--- src/rtl/ptb2_quad_seq_engine.sv ---
// rtl/ptb2_quad_seq_engine.sv - three-term window classifier and next-term predictor
module ptb2_quad_seq_engine (
    input  logic       i_clk,
    input  logic       i_rst_n,
    input  logic       i_write_en,
    input  logic       i_read_en,
    input  logic [4:0] i_data,
    output logic [1:0] o_result,
    output logic [3:0] o_data
);

    typedef enum logic [1:0] {
        S_IDLE = 2'd0,
        S_DIFF = 2'd1,
        S_SEC  = 2'd2,
        S_NEXT = 2'd3
    } state_t;

    localparam logic [1:0] RES_NONE  = 2'b00;
    localparam logic [1:0] RES_ARITH = 2'b01;
    localparam logic [1:0] RES_QUAD  = 2'b10;
    localparam logic [1:0] RES_INVAL = 2'b11;

    state_t             r_state;
    logic signed [4:0]  r_t0;
    logic signed [4:0]  r_t1;
    logic signed [4:0]  r_t2;
    logic        [1:0]  r_cnt;
    logic signed [5:0]  r_d1;
    logic signed [5:0]  r_d2;
    logic signed [6:0]  r_s;
    logic        [1:0]  r_result;
    logic        [3:0]  r_data;

    logic signed [7:0]  w_n;

    // Prediction is formed combinationally in NEXT so the result lands on the NEXT->IDLE edge.
    assign w_n = $signed({{3{r_t2[4]}}, r_t2}) + $signed({{2{r_d2[5]}}, r_d2})
               + $signed({r_s[6], r_s});

    always_ff @(posedge i_clk) begin
        if (!i_rst_n) begin
            r_state  <= S_IDLE;
            r_t0     <= '0;
            r_t1     <= '0;
            r_t2     <= '0;
            r_cnt    <= '0;
            r_d1     <= '0;
            r_d2     <= '0;
            r_s      <= '0;
            r_result <= RES_NONE;
            r_data   <= '0;
        end else begin
            case (r_state)
                S_IDLE: begin
                    if (i_write_en) begin
                        r_t0     <= r_t1;
                        r_t1     <= r_t2;
                        r_t2     <= i_data;
                        r_cnt    <= (r_cnt == 2'd3) ? 2'd3 : r_cnt + 2'd1;
                        r_result <= RES_NONE;
                        r_data   <= '0;
                    end else if (i_read_en) begin
                        r_result <= RES_NONE;
                        r_state  <= S_DIFF;
                    end
                end
                S_DIFF: begin
                    r_d1    <= $signed({r_t1[4], r_t1}) - $signed({r_t0[4], r_t0});
                    r_d2    <= $signed({r_t2[4], r_t2}) - $signed({r_t1[4], r_t1});
                    r_state <= S_SEC;
                end
                S_SEC: begin
                    r_s     <= $signed({r_d2[5], r_d2}) - $signed({r_d1[5], r_d1});
                    r_state <= S_NEXT;
                end
                S_NEXT: begin
                    if (r_cnt != 2'd3) begin
                        r_result <= RES_INVAL;
                        r_data   <= 4'd0;
                    end else if (w_n > 8'sd7) begin
                        r_result <= RES_INVAL;
                        r_data   <= 4'd7;
                    end else if (w_n < -8'sd8) begin
                        r_result <= RES_INVAL;
                        r_data   <= 4'b1000;
                    end else begin
                        r_result <= (r_s == 7'sd0) ? RES_ARITH : RES_QUAD;
                        r_data   <= w_n[3:0];
                    end
                    r_state <= S_IDLE;
                end
                default: r_state <= S_IDLE;
            endcase
        end
    end

    assign o_result = r_result;
    assign o_data   = r_data;

endmodule

--- config.mk ---
export PLATFORM = sky130hd
export DESIGN_NAME = ptb2_quad_seq_engine
export DESIGN_NICKNAME = d
export VERILOG_FILES = /design/src/rtl/ptb2_quad_seq_engine.sv
export SDC_FILE = /design/constraint.sdc
export NUM_CORES = 1
export LEC_CHECK = 0
export CAP_MARGIN = 20
export CORE_UTILIZATION = 54
export CTS_BUF_LIST = sky130_fd_sc_hd__clkbuf_8
export DETAILED_ROUTE_END_ITERATION = 7
export GPL_TIMING_DRIVEN = 0
export PLACE_DENSITY = 0.76
export SYNTH_ARGS = -nofsm -noshare
export SYNTH_HDL_FRONTEND = slang
export SYNTH_SLANG_ARGS = --single-unit
--- constraint.sdc ---
create_clock -name i_clk -period 3 [get_ports i_clk]
set_clock_uncertainty 0.15 [all_clocks]
set_input_delay 0.45 -clock i_clk [delete_from_list [all_inputs] [get_ports i_clk]]
set_output_delay 0.45 -clock i_clk [all_outputs]
set_load 0.05 [all_outputs]
======== Word level (Yosys, flattened, before mapping) ========
Cells that the tools add are included.
cells by class
  add/sub/neg operators ................... 6
  order comparisons ....................... 2
  eq/ne operators ......................... 9
  multiplexer cells ....................... 16
  reduce and logical (&&, ||, !) cells .... 7
operator list
  operator                                                                         number
  2-bit 2-to-1 mux                                                                 9
  4-bit 2-to-1 mux                                                                 4
  5-bit by 5-bit subtractor with 6-bit output                                      2
  7-bit by 7-bit adder with 8-bit output                                           1
  8-bit by 4-bit greater-than comparator with 1-bit output, second input constant  1
  8-bit by 4-bit < comparator with 1-bit output, second input constant             1
  2-bit inequality test, second input constant                                     4
  2-bit case mux with 4 select lines                                               1
  4-bit case mux with 2 select lines                                               1
  2-bit AND reduction                                                              4
  5-bit by 6-bit adder with 7-bit output                                           1
  7-bit logical NOT                                                                1
  6-bit by 6-bit subtractor with 7-bit output                                      1
  2-bit == test, second input constant                                             3
  2-bit case mux with 2 select lines                                               1
  3-bit inequality test, second input constant                                     1
  2-bit by 1-bit adder with 2-bit output, second input constant                    1
  2-bit by 1-bit == test with 1-bit output, second input constant                  1
  2-bit logical NOT                                                                1
  2-bit nonzero test                                                               1
word-level totals
  register bits ........................... 44
  input port bits ......................... 9
  output and inout port bits .............. 6
  logic and storage cells ................. 50

======== Longest topological paths before layout ========
  depth in word-level cells ............... 7
  gate-level depth with buffers ........... 11
  mapped depth without buffers ............ 11

======== Worst setup path before layout ========
No wires, ideal clock.
  kind .................................... register to register
  start ................................... register r_t2[1]
  end ..................................... register r_result[0], in the netlist o_result[0]
  library setup time ...................... 0.126 ns
  data arrival time ....................... 2.785 ns
  required time ........................... 2.724 ns
  setup slack ............................. -0.061 ns
  cell stages (with the launch flop) ...... 12
  buffers on the path ..................... 0
  clock period less this slack ............ 3.061 ns
  path through ............................ dfxtp_1 inv_1 fa_1 inv_1 ha_1 fa_1 a211oi_2 nor2_1 xnor2_1 a21boi_0 and3b_2 o21ai_0
between the ends
  longest elaborated chain between the ends .. 7
  elaborated cells between the ends (all ways) .. 8
  those cells by class .................... add/sub: 2; order compare: 2; mux: 4
ends and longest elaborated chain
  what                                           line  source
  from (decl)                                    27    logic signed [4:0] r_t2;
  from (signal assigned)                         59    r_t2 <= i_data;
  5-bit by 6-bit adder with 7-bit output *       38    assign w_n = $signed({{3{r_t2[4]}}, r_t2}) + $signed({{2{r_d2[5]}}, r_d2})
  7-bit by 7-bit adder with 8-bit output *       39    + $signed({r_s[6], r_s});
  8-bit by 4-bit < comparator with 1-bit output  84    end else if (w_n < -8'sd8) begin
  2-bit 2-to-1 mux                               84
  2-bit 2-to-1 mux *                             81    end else if (w_n > 8'sd7) begin
  2-bit 2-to-1 mux *                             78    if (r_cnt != 2'd3) begin
  2-bit case mux with 2 select lines *           54    case (r_state)
  to (signal assigned)                           88    r_result <= (r_s == 7'sd0) ? RES_ARITH : RES_QUAD;
  to (decl)                                      32    logic [1:0] r_result;
Mark *: on every way between the ends. The rest lies on a longest branch, timed or not.
A chain may end at the register's enable or synchronous reset.

======== Worst setup path after layout ========
  start ................................... register r_s[1]
  end ..................................... register r_data[3], in the netlist o_data[3]
between the ends
  longest elaborated chain between the ends .. 6
  elaborated cells between the ends (all ways) .. 7
  those cells by class .................... add/sub: 1; order compare: 2; mux: 4
ends and longest elaborated chain
  what                                           line  source
  from (decl)                                    31    logic signed [6:0] r_s;
  from (signal assigned)                         74    r_s <= $signed({r_d2[5], r_d2}) - $signed({r_d1[5], r_d1});
  7-bit by 7-bit adder with 8-bit output *       39
  8-bit by 4-bit < comparator with 1-bit output  84
  4-bit 2-to-1 mux                               84
  4-bit 2-to-1 mux *                             81
  4-bit 2-to-1 mux *                             78
  4-bit case mux with 2 select lines *           54
  to (signal assigned)                           89    r_data <= w_n[3:0];
  to (decl)                                      33    logic [3:0] r_data;
Marked as above.

==> qor.log <==
INFO  layout         final_design_area_no_fill=3170um2
INFO  global_route   global_route.overflow_total=0
INFO  placed_design  buffer_ports.inserted=14
INFO  layout         fillers=445
INFO  cts            clock-root-buffer=sky130_fd_sc_hd__clkbuf_8
INFO  synth          synth_flop_cell=sky130_fd_sc_hd__dfxtp_1
INFO  power          total_leakage_power=1.22nW
INFO  cts            clk-insertion-delay-late=0.30ns
INFO  setup_path     slowest_stage=sky130_fd_sc_hd__fa_1
INFO  global_route   grt_start_max_net_pins=16
INFO  detailed_routing dr.first_iter.drc_count=63
INFO  run_status     run_status=complete, but fails checks
INFO  sta            slew_viol_final=0
INFO  synth          ys_warn_count=0
INFO  worst_hold_path worst_hold_startpoint=r_t0[3]
INFO  setup_path     worstReg2RegStart=r_s[1]
INFO  synth          synth-seq-area-share=32.1%
INFO  placed_design  dp.cells=407
INFO  synth          synthCells=326
INFO  setup_path     timing.critical_path.mode_cell=sky130_fd_sc_hd__a21oi_2
INFO  detailed_routing routed-via-count=2204
INFO  floorplan      initial_cell_density_of_the_core=57.0%
INFO  power          max-vdd-ir-drop=0.497mV
INFO  setup_path     setup.worst_path.end=o_data[3]
INFO  layout         final_cell_mix=44 x sky130_fd_sc_hd__nand2_1, 41 x sky130_fd_sc_hd__dfxtp_1, 35 x sky130_fd_sc_hd__nor2_1
INFO  synth          post_synth_num_cell_types=41
INFO  detailed_routing antenna_violating_nets_post_route=0
INFO  placed_design  global_placement_routability_congestion=0.795
INFO  global_route   grt_first_pass_wirelength=9.52mm
INFO  detailed_routing routed_wirelength=5.71mm
INFO  run_status     failed_checks=setup timing
INFO  cts            cts_buffers=5
INFO  power          power.share.switching=42.3%
INFO  placed_design  placement.cell_area=2970um2
INFO  setup_path     crit_type=flip-flop to flip-flop
INFO  setup_path     cp-start-kind=flip-flop
INFO  sta            rsz0062_at_grt=true
INFO  power          share_seq_of_total_power=28.4%
INFO  synth          syn_area_per_cell=8.42um2
INFO  setup_path     critical-path-top-delay-family=adder cells
INFO  layout         sequential_cell_area=887um2
INFO  setup_path     critical_path.max_stage_delay=0.52ns
INFO  power          power.density=918nW/um2
INFO  placed_design  post-dp-hpwl=4.40mm
INFO  floorplan      design.core.area=4820um2
INFO  synth          async_flop_share=0%
INFO  power          net-switching-power=1.23mW
INFO  sta            layout_worst_path_cycle_share=101%
INFO  sta            fin_ws=-0.0260ns
INFO  cts            clock_sinks=44
INFO  cts            hold_buffer_count_at_cts=0
INFO  cts            clk_pin_slew_worst_paths=0.09ns
INFO  setup_path     crit-reg2reg-capture=o_data[3]
INFO  worst_hold_path hp-class=flip-flop to flip-flop
INFO  setup_path     cp_num_buf_inv=3
INFO  synth          synth.net_count=372
INFO  floorplan      core.rowCount=25
INFO  layout         multi_input_comb_area=1740um2
INFO  detailed_routing number_of_design_rule_violations_left_after_detail_routing=0
INFO  global_route   first_global_vias=2112
INFO  sta            finalSetupViolations=3
INFO  sta            finalWorstPathRequiredPeriod=3.03ns
INFO  sta            final_hold_viol_count=0
INFO  global_route   grt_use_total=23.7%
INFO  layout         drive_above_1_share=9.32%
INFO  placed_design  post-place-ws=-0.346ns
INFO  floorplan      die_x=73.3um
INFO  power          finalPower=2.91mW
INFO  floorplan      dieArea=5380um2
INFO  detailed_routing drt_pass1_iterations=4
INFO  synth          ys_ff_latch=44
INFO  layout         most_common_cell_after_layout_fill_and_taps_aside=sky130_fd_sc_hd__nand2_1
INFO  cts            tritoncts=built
INFO  floorplan      floorplan.io_pins=15
INFO  cts            h_tree_level_count=2
INFO  power          power.combinational.fraction=55.5%
INFO  power          power.share.clock=16.1%
INFO  global_route   antenna_found_initial=0
INFO  detailed_routing avgRoutedWirePerCell=13.6um
INFO  setup_path     r2r_slack=-0.03ns
INFO  sta            max_freq=0.330GHz
INFO  cts            clk_path_buf_depth=2
INFO  setup_path     worst-endpoint-required=3.09ns
INFO  layout         final_nets=399
INFO  synth          post_synth_instance_area=2750um2
INFO  setup_path     timing.critical_path.from=r_s[1]
INFO  flow_run       maxcap_violations=0
INFO  sta            timing.max_slew.rel_slack=58.6%
INFO  setup_path     reg2regPathDepth=12
INFO  setup_path     worst-path-max-fanout=6
INFO  layout         post_layout_nonfiller_instances=421
INFO  setup_path     crit_arrival=3.12ns
INFO  setup_path     cp_cell_sequence=inv_2, fa_1, inv_1, ha_2, fa_2, a211oi_2, o21bai_1, a21oi_2, xnor2_2, buf_4, or3_4, a21oi_2
INFO  layout         antenna_cells=0
INFO  setup_path     setup.worst_path.end_class=flip-flop
INFO  setup_path     timing.critical_path.depth=12
INFO  layout         syn2layout_area_growth=15.5%
INFO  power          cell_internal_pwr=1.68mW
INFO  floorplan      chipHeight=73.3um
INFO  detailed_routing routed_via_density=5.24
INFO  synth          count_of_flip_flops_with_a_built_in_enable_after_synthesis=0
INFO  sta            worst_pin_slew=0.621ns
## kinds of logic after synthesis
logic type               after synthesis  share of synthesized area (%)
AND/OR/NAND/NOR                      113                           18.4
AO/OA/AOI/OAI                         64                           15.0
flip-flops                            44                           32.1
buffers and inverters                 43                           5.92
adder cells (fa/ha/maj)               37                           19.9
XOR/XNOR                              14                           4.74
multiplexers                          11                           4.05
## worst min-delay path by stage
stage	end	slack [ns]	cells after the start
2_1_floorplan	r_t0[2]	0.29	2
3_3_place_gp	r_t0[4]	0.29	2
3_5_place_dp	r_t0[2]	0.30	2
4_1_cts	r_t0[2]	0.31	2
5_1_grt	r_t0[4]	0.33	2
6_report	r_t0[3]	0.31	2
## tightest hold or removal path, cell delays in order (launching register included)
cell                      delay (ns)
sky130_fd_sc_hd__dfxtp_1        0.32
sky130_fd_sc_hd__nand2_1        0.05
sky130_fd_sc_hd__a21oi_1        0.05
## sequential cells by signal, indices dropped and copies added (netlist names)
name,cells
o_data,4
o_result,2
r_cnt,2
r_d1,6
r_d2,6
r_s,7
r_state,2
r_t0,5
r_t1,5
r_t2,5
## area by class of cell
type / count / share of cell area (%)
repair buffers: 20 / 5.84
inverters: 32 / 3.87
well taps: 67 / 2.64
plain buffers: 11 / 1.34
clock inverters: 3 / 1.46
multi-input cells: 239 / 54.7
flip-flops and latches: 44 / 28.0
clock buffers: 5 / 2.17
## stage by stage
step	utilization (%)	hold slack [ns]	setup TNS [ns]
floorplan	-	0.286	0
global placement	61.7	0.293	-1.57
detailed placement	61.7	0.298	-1.73
CTS	64.6	0.310	0
global route	65.8	0.327	-0.919
finish	65.8	0.308	-0.0568
## routing by layer
metal,global-route usage (%),vias up,wire [um]
met5,0,-,0
met4,7.69,0,77
met3,3.70,6,159
met2,42.3,24,2860
met1,29.2,1020,2620
li1,-,1154,-
## what timing repair did
action                                  4_1_cts  5_1_grt
gates resized for setup                       7       11
setup buffers                                 1        5
pin swaps                                     5       11
endpoints found under the setup margin        6        6
## cell usage after synthesis (3+ instances only)
library cell / number / share of area [%]
sky130_fd_sc_hd__a211oi_1: 8 / 2.2
sky130_fd_sc_hd__a21oi_1: 24 / 4.4
sky130_fd_sc_hd__a311oi_1: 3 / 0.96
sky130_fd_sc_hd__clkbuf_1: 8 / 1.1
sky130_fd_sc_hd__dfxtp_1: 44 / 32
sky130_fd_sc_hd__fa_1: 11 / 8.0
sky130_fd_sc_hd__ha_1: 26 / 12
sky130_fd_sc_hd__inv_1: 32 / 4.4
sky130_fd_sc_hd__mux2i_1: 10 / 3.6
sky130_fd_sc_hd__nand2_1: 44 / 6.0
sky130_fd_sc_hd__nand2b_1: 8 / 1.8
sky130_fd_sc_hd__nand3_1: 9 / 1.6
sky130_fd_sc_hd__nor2_1: 35 / 4.8
sky130_fd_sc_hd__nor2b_1: 4 / 0.91
sky130_fd_sc_hd__nor3_1: 3 / 0.55
sky130_fd_sc_hd__o21ai_0: 14 / 2.6
sky130_fd_sc_hd__o2bb2ai_1: 3 / 0.96
sky130_fd_sc_hd__xnor2_1: 9 / 2.9
sky130_fd_sc_hd__xor2_1: 4 / 1.3
## power groups by stage
stage	clock, mW	sequential, mW	combinational, mW
after floorplan	0	0.814	1.17
after global placement	0	0.835	1.42
after detailed placement	0	0.838	1.47
after CTS	0.477	0.828	1.52
after global routing	0.504	0.847	1.83
final	0.469	0.829	1.62
Note: power is estimated with default switching activity, not from simulation.
